File: config.mk
export PLATFORM = sky130hd
export DESIGN_NAME = seq_divider_ctrl
export DESIGN_NICKNAME = d
export VERILOG_FILES = /design/src/rtl/seq_divider_ctrl.sv
export SDC_FILE = /design/constraint.sdc
export NUM_CORES = 1
export LEC_CHECK = 0
export ABC_CLOCK_PERIOD_IN_PS = 2950
export CAP_MARGIN = 10
export CORE_AREA = 4 4 72 100
export CTS_CLUSTER_SIZE = 10
export DETAILED_ROUTE_END_ITERATION = 10
export DIE_AREA = 0 0 76 104
export GPL_ROUTABILITY_DRIVEN = 0
export PLACE_DENSITY = 0.56
export REMOVE_ABC_BUFFERS = 1
export SLEW_MARGIN = 30
export SYNTH_ARGS = -nofsm -noshare
export SYNTH_HDL_FRONTEND = slang
export SYNTH_SLANG_ARGS = --single-unit
File: constraint.sdc
create_clock -name clk -period 2.95 [get_ports clk]
set_input_delay 0.4425 -clock clk [delete_from_list [all_inputs] [get_ports clk]]
set_output_delay 0.4425 -clock clk [all_outputs]
set_load 0.02 [all_outputs]
File: src/rtl/seq_divider_ctrl.sv
// Iterative unsigned restoring divider: one shared WIDTH+1 bit adder, one quotient bit per clock.
// start/busy/done handshake; results held until the next accepted start.

module seq_divider_adder #(
  parameter int N = 9
) (
  input  logic signed [N-1:0] a,
  input  logic signed [N-1:0] b,
  input  logic                cin,
  output logic signed [N-1:0] sum
);
  assign sum = a + b + {{(N-1){1'b0}}, cin};
endmodule

module seq_divider_ctrl #(
  parameter int WIDTH = 8
) (
  input  logic             clk,
  input  logic             rst,
  input  logic             start,
  input  logic [WIDTH-1:0] dividend,
  input  logic [WIDTH-1:0] divisor,
  output logic             busy,
  output logic             done,
  output logic [WIDTH-1:0] quotient,
  output logic [WIDTH-1:0] remainder,
  output logic             div_by_zero,
  output logic [1:0]       state_dbg
);
  localparam int CW = $clog2(WIDTH + 1);

  // Handshake: start is taken on a rising edge only in IDLE or DONE; busy marks RUN,
  // done is a one-cycle pulse from which quotient/remainder/div_by_zero are valid.
  typedef enum logic [1:0] {IDLE = 2'd0, RUN = 2'd1, DONE = 2'd2} state_t;

  state_t           state;
  logic [WIDTH:0]   rem;
  logic [WIDTH-1:0] q;
  logic [WIDTH-1:0] d;
  logic [CW-1:0]    cnt;
  logic [WIDTH:0]   s;
  logic [WIDTH:0]   sum;

  assign s = {rem[WIDTH-1:0], q[WIDTH-1]};

  // Always connected; its output only matters while in RUN.
  seq_divider_adder #(.N(WIDTH + 1)) u_adder (
    .a   (s),
    .b   (~{1'b0, d}),
    .cin (1'b1),
    .sum (sum)
  );

  always_ff @(posedge clk or posedge rst) begin
    if (rst) begin
      state       <= IDLE;
      rem         <= '0;
      q           <= '0;
      d           <= '0;
      cnt         <= '0;
      busy        <= 1'b0;
      done        <= 1'b0;
      div_by_zero <= 1'b0;
    end else begin
      case (state)
        IDLE, DONE: begin
          if (start) begin
            d           <= divisor;
            cnt         <= CW'(WIDTH);
            div_by_zero <= (divisor == '0);
            if (divisor == '0) begin
              // Defined divide-by-zero result, no iterations.
              q     <= '1;
              rem   <= {1'b0, dividend};
              state <= DONE;
              busy  <= 1'b0;
              done  <= 1'b1;
            end else begin
              q     <= dividend;
              rem   <= '0;
              state <= RUN;
              busy  <= 1'b1;
              done  <= 1'b0;
            end
          end else begin
            state <= IDLE;
            busy  <= 1'b0;
            done  <= 1'b0;
          end
        end
        RUN: begin
          // sum[WIDTH] set means s < d: restore by keeping s.
          rem <= sum[WIDTH] ? s : sum;
          q   <= {q[WIDTH-2:0], ~sum[WIDTH]};
          cnt <= cnt - 1'b1;
          if (cnt == CW'(1)) begin
            state <= DONE;
            busy  <= 1'b0;
            done  <= 1'b1;
          end
        end
        default: begin
          state <= IDLE;
          busy  <= 1'b0;
          done  <= 1'b0;
        end
      endcase
    end
  end

  assign quotient  = q;
  assign remainder = rem[WIDTH-1:0];
  assign state_dbg = state;

endmodule
* Word-level counts from Yosys, hierarchy flattened *
Cells that the tools add are included.

cells by class
  muxes and demuxes = 21
  bitwise logic cells = 2
  $add $sub $neg = 3
  eq/ne operators = 5
  reductions and logical operators = 6

operator list
  kind                                                                 count
  8-bit two-way mux                                                    5
  8-bit one-hot mux with 2 select lines                                2
  9-bit by 1-bit adder with 9-bit output (second input constant)       1
  9-bit adder                                                          1
  8-bit NOT with 9-bit output                                          1
  8-bit logical NOT                                                    1
  4-bit one-hot mux with 2 select lines                                1
  1-bit two-way mux                                                    6
  2-bit two-way mux                                                    3
  4-bit by 1-bit == test with 1-bit output (second input constant)     1
  4-bit two-way mux                                                    1
  2-bit != test (second input constant)                                2
  1-bit one-hot mux with 2 select lines                                2
  2-bit one-hot mux with 2 select lines                                1
  2-bit AND reduction                                                  2
  4-bit by 1-bit subtractor with 4-bit output (second input constant)  1
  2-bit by 1-bit == test with 1-bit output (second input constant)     1
  2-bit == test (second input constant)                                1
  2-bit logical NOT                                                    1
  2-bit nonzero test                                                   1
  2-bit OR reduction                                                   1
  1-bit NOT                                                            1

word-level totals
  bits of input ports = 19
  bits in registers = 33
  logic and storage cells = 45

* Logic depth before layout (Yosys ltp) *
  word-level depth = 5
  gate-level depth with buffers = 10

* Hierarchy *
Synthesis repeated with hierarchy kept, for this count alone.

second synthesis, totals
  cell total of the unflattened synthesis = 188
  area total of the unflattened synthesis = 1893.1 sq um

modules (own cells, without submodules)
  module             sequential area each (sq um)  cells an instance  instances  area an instance (sq um)
  seq_divider_ctrl   800.8                         147                1          1540.2
  seq_divider_adder  0.0                           41                 1          352.8

* Worst setup path before layout *
Ideal clock, no wire load.

  kind = register -> register
  start point = register q[7], in the netlist quotient[7]
  end point = register rem[0]
  stages on the path, launching flop included = 11
  clock period less this slack = 2433 ps
  required time = 2872 ps
  path buffers = 0
  arrival time = 2356 ps
  setup slack = 517 ps
  cell sequence = dfrtp_1 inv_1 ha_1 inv_1 fa_1 a211oi_2 nor3b_2 mux2i_1 nor2_4 mux2_2 a21oi_1

between the ends
  longest elaborated chain between the ends = 4

RTL lines
  item                                       RTL line  source
  from (decl)                                38        logic [WIDTH-1:0] q;
  from (signal assigned)                     79        q <= dividend;
  from (signal assigned)                     94        q <= {q[WIDTH-2:0], ~sum[WIDTH]};
  9-bit adder                                12        assign sum = a + b + {{(N-1){1'b0}}, cin};
  9-bit by 1-bit adder with 9-bit output     12
  8-bit two-way mux (*)                      93        rem <= sum[WIDTH] ? s : sum;
  8-bit one-hot mux with 2 select lines (*)  65        case (state)
  to (signal assigned)                       74        rem <= {1'b0, dividend};
  to (signal assigned)                       93
  to (decl)                                  37        logic [WIDTH:0] rem;

Mark *: on every way between the ends. The rest lies on a longest branch, timed or not.
A chain may end at the register's enable or synchronous reset.

* Final worst setup path *
Same ends and word-level chain as after synthesis.

==> results.md <==
- Required time of the critical path: 3.15 ns
- Max Slew Vio Count: 0
- Outcome: completed
- Grt total ovfl: 0
- Kind of start point of the critical path: register
- ANT nets after route: 0
- Clk_skew: 0.00522 ns
- Final Hold Viols: 0
- Flop pwr share: 0.268
- Num CTS Buffers: 5
- Clock power share: 0.115
- Slowest CP cell: fa_1
- Yosys reg bits: 32
- Worst slew margin: 0.454
- Initial Utilization: 0.293
- Number of synthesized flops with an enable pin: 0
- Share of cells above drive strength 1: 0.0886
- Top cell type's share of synthesized area: 0.437
- DRT iter0 DRCs: between 100 and 150
- Die area: roughly 0.008 sq mm
- Commonest non-fill, non-tap cell in the layout: clkdlybuf4s50_1
- Via/cell ratio: 5.08
- Area leader, netlist: dfrtp_1
- Sequential-to-total area share from yosys stat: 0.437
- Area Overhead vs Synth: 31.0%
- CTS tree: built
- Worst path cell trace: inv_1, ha_1, inv_1, fa_1, a211oi_2, nor3b_2, mux2i_1, nor2_4, mux2_2, a21oi_1
- First-pass GRT wire length: between 7000 and 8000 um
- Most frequent cells in the layout: 39 x clkdlybuf4s50_1, 32 x dfrtp_1, 27 x nand2_1
- Pint: 1780 uW
- Sequential cell area: 801 sq um
- Crit path launch: quotient[7]
- Primary FF master, synth: dfrtp_1
- FF-to-FF Start: quotient[7]
- Setup CP Type: reg2reg
- Fin nets: 267
- Inserted Diodes: 0
- Fmax: 0.399 GHz
- FP Rows: 34
- Io pins: 40
- H-tree depth: 2
- Area occupied by multi-input gates: 942 sq um
- Fillers: 648
- Fin crit share: 0.850
- Detailed Routing Iterations Pass 1: 4
- CP peak stage delay: 0.42 ns
- Worst skew pair latency: about 0.28 ns
- Comb pwr share: 0.618
- DIE WIDTH: 76 um
- Static leakage: about 0.0010 uW
- HPWL after DPL: around 3400 um
- Post CTS Setup Buffer Count: 0
- Largest net degree at the start of global routing: 34
- Routed vias: 1,571
- Final Hold Slack: 0.486 ns
- Synthesized cell area: 0.00183 sq mm
- RSZ-0062 raised after global routing: false
- Min Tclk post-route: 2.51 ns
- Clk Tree Root Cell: clkbuf_8
- Worst VDD drop: 445 uV
- CP Capture Type: register
- Type of the worst min-delay path: reg2reg
- Setup_tns: 0 ns
- CTS resizes: 0
- Worst Path Buf+Inv: 2
- Top cells by area, synth: dfrtp_1 44%, ha_1 6.8%, o21ai_0 6.6%, nand2_1 5.5%, a211oi_1 3.3%
- Clock-pin slew on the worst setup and hold paths: 0.07 ns
- Final setup violating endpoints: 0
- Net Switching: 1400 uW
- Most used cell, CP: inv_1
- Clock Sinks: 32
- Initial antenna violation count: 0
- Synth Warn #: 0
- Yosys cell types: 38
- Core Util, Final: 0.384
- Max Buffers Root-to-Sink: 2
- Hold Crit Start: div_by_zero
- Die height: about 100 um
- Pwr/cell area: 1330 mW/mm^2
- Hold_buf cts: 0
- Arr. time, crit path: 2.71 ns
- Core ar.: 0.00625 sq mm
- Mapped Cells: 197
- Wire per inst: between 10 and 15 um
- Ys async rst share: 1.00
- Net Sw Frac: 0.441
- Port-buffer cells: 39
- Routed wire length: 4540 um
- Critical path's top delay family: adder cells
- Crit-path max FO: 9
- DRC viols: 0
- Worst-Margin Slew: slightly above 0.8 ns
- GRT Util Overall: 0.120
- Vias in the first global route: 1,621
- Max Cap Viol: 0
- Avg Cell Area, Syn: 9.29 sq um
[per-stage QoR]
step                cells  power (uW)  instance area, sq um  worst slack [ns]
floorplan             187        2220                  1790             0.473
global placement      302        2830                  2300             0.492
detailed placement    302        2860                  2300             0.462
CTS                   309        3240                  2400             0.425
global route          309        3480                  2400             0.267
finish                309        3180                  2400             0.442
[flip-flops by register name (all words and copies together) (netlist names)]
register and flops:
busy 1, cnt 4, d 8, div_by_zero 1, done 1, quotient 8
rem 8, state_dbg 1
[synth_stat cells, types with 2 or more instances]
library cell and instances:
dfrtp_1 32, nand2_1 27, o21ai_0 24, inv_1 13
a21oi_1 10, ha_1 10, clkbuf_1 9, a211oi_1 8
a22oi_1 7, nor3_1 6, mux2i_1 5, nand3_1 5
xor2_1 4, a31oi_1 3, and3_1 3, nand2b_1 3
nor2_1 3, a32o_1 2, nor2b_1 2, or4_1 2
xnor2_1 2
[worst reg2reg max path, delay by kind of cell, from the launching register on]
kind                       cells  cell delay [ns]
adders and majority gates      2             0.56
muxes                          2             0.54
and+or+nand+nor                2             0.34
AOI/OAI and AO/OA              2             0.44
DFF                            1             0.40
buffers and inverters          2             0.14
[path summary, 6_finish.rpt]
check                              endpoint  slack, ns  cells past startpoint
max in group asynchronous              d[1]       2.09                      3
worst min-delay path            div_by_zero       0.49                      2
worst max register to register       rem[0]       0.44                     10
min in group asynchronous       quotient[5]       0.55                      3
worst min register to register  div_by_zero       0.49                      2
worst max-delay path                 rem[0]       0.44                     10
[final cells by class]
| type | count | area share |
|---|---|---|
| Clock buffer | 7 | 0.0402 |
| Sequential cell | 32 | 0.334 |
| Timing Repair Buffer | 43 | 0.175 |
| Inverter | 13 | 0.0203 |
| Multi-Input combinational cell | 142 | 0.393 |
| Tap cell | 72 | 0.0376 |
[per-layer routing]
layer	vias up	global-route usage	wire length, um
met5	-	0	0
met4	0	0.0483	86
met3	6	0.0260	230
met2	36	0.208	2300
met1	750	0.140	1920
li1	779	-	-
[power by group through the flow]
stage               Combinational [uW]  Clock, uW  Sequential [uW]
floorplan                         1260          0              963
global placement                  1970          0              857
detailed placement                1990          0              861
CTS                               2000        381              854
global route                      2190        402              887
finish                            1960        365              850
[cell families after synthesis]
logic type | after synthesis | share of synthesized area
AOI/OAI and AO/OA | 63 | 0.220
xor gates and xnor gates | 6 | 0.0287
adders and majority gates | 11 | 0.0793
buffers and inverters | 23 | 0.0492
DFF | 32 | 0.437
muxes | 6 | 0.0335
and+or+nand+nor | 56 | 0.152
Power figures use the tool's default switching activity.
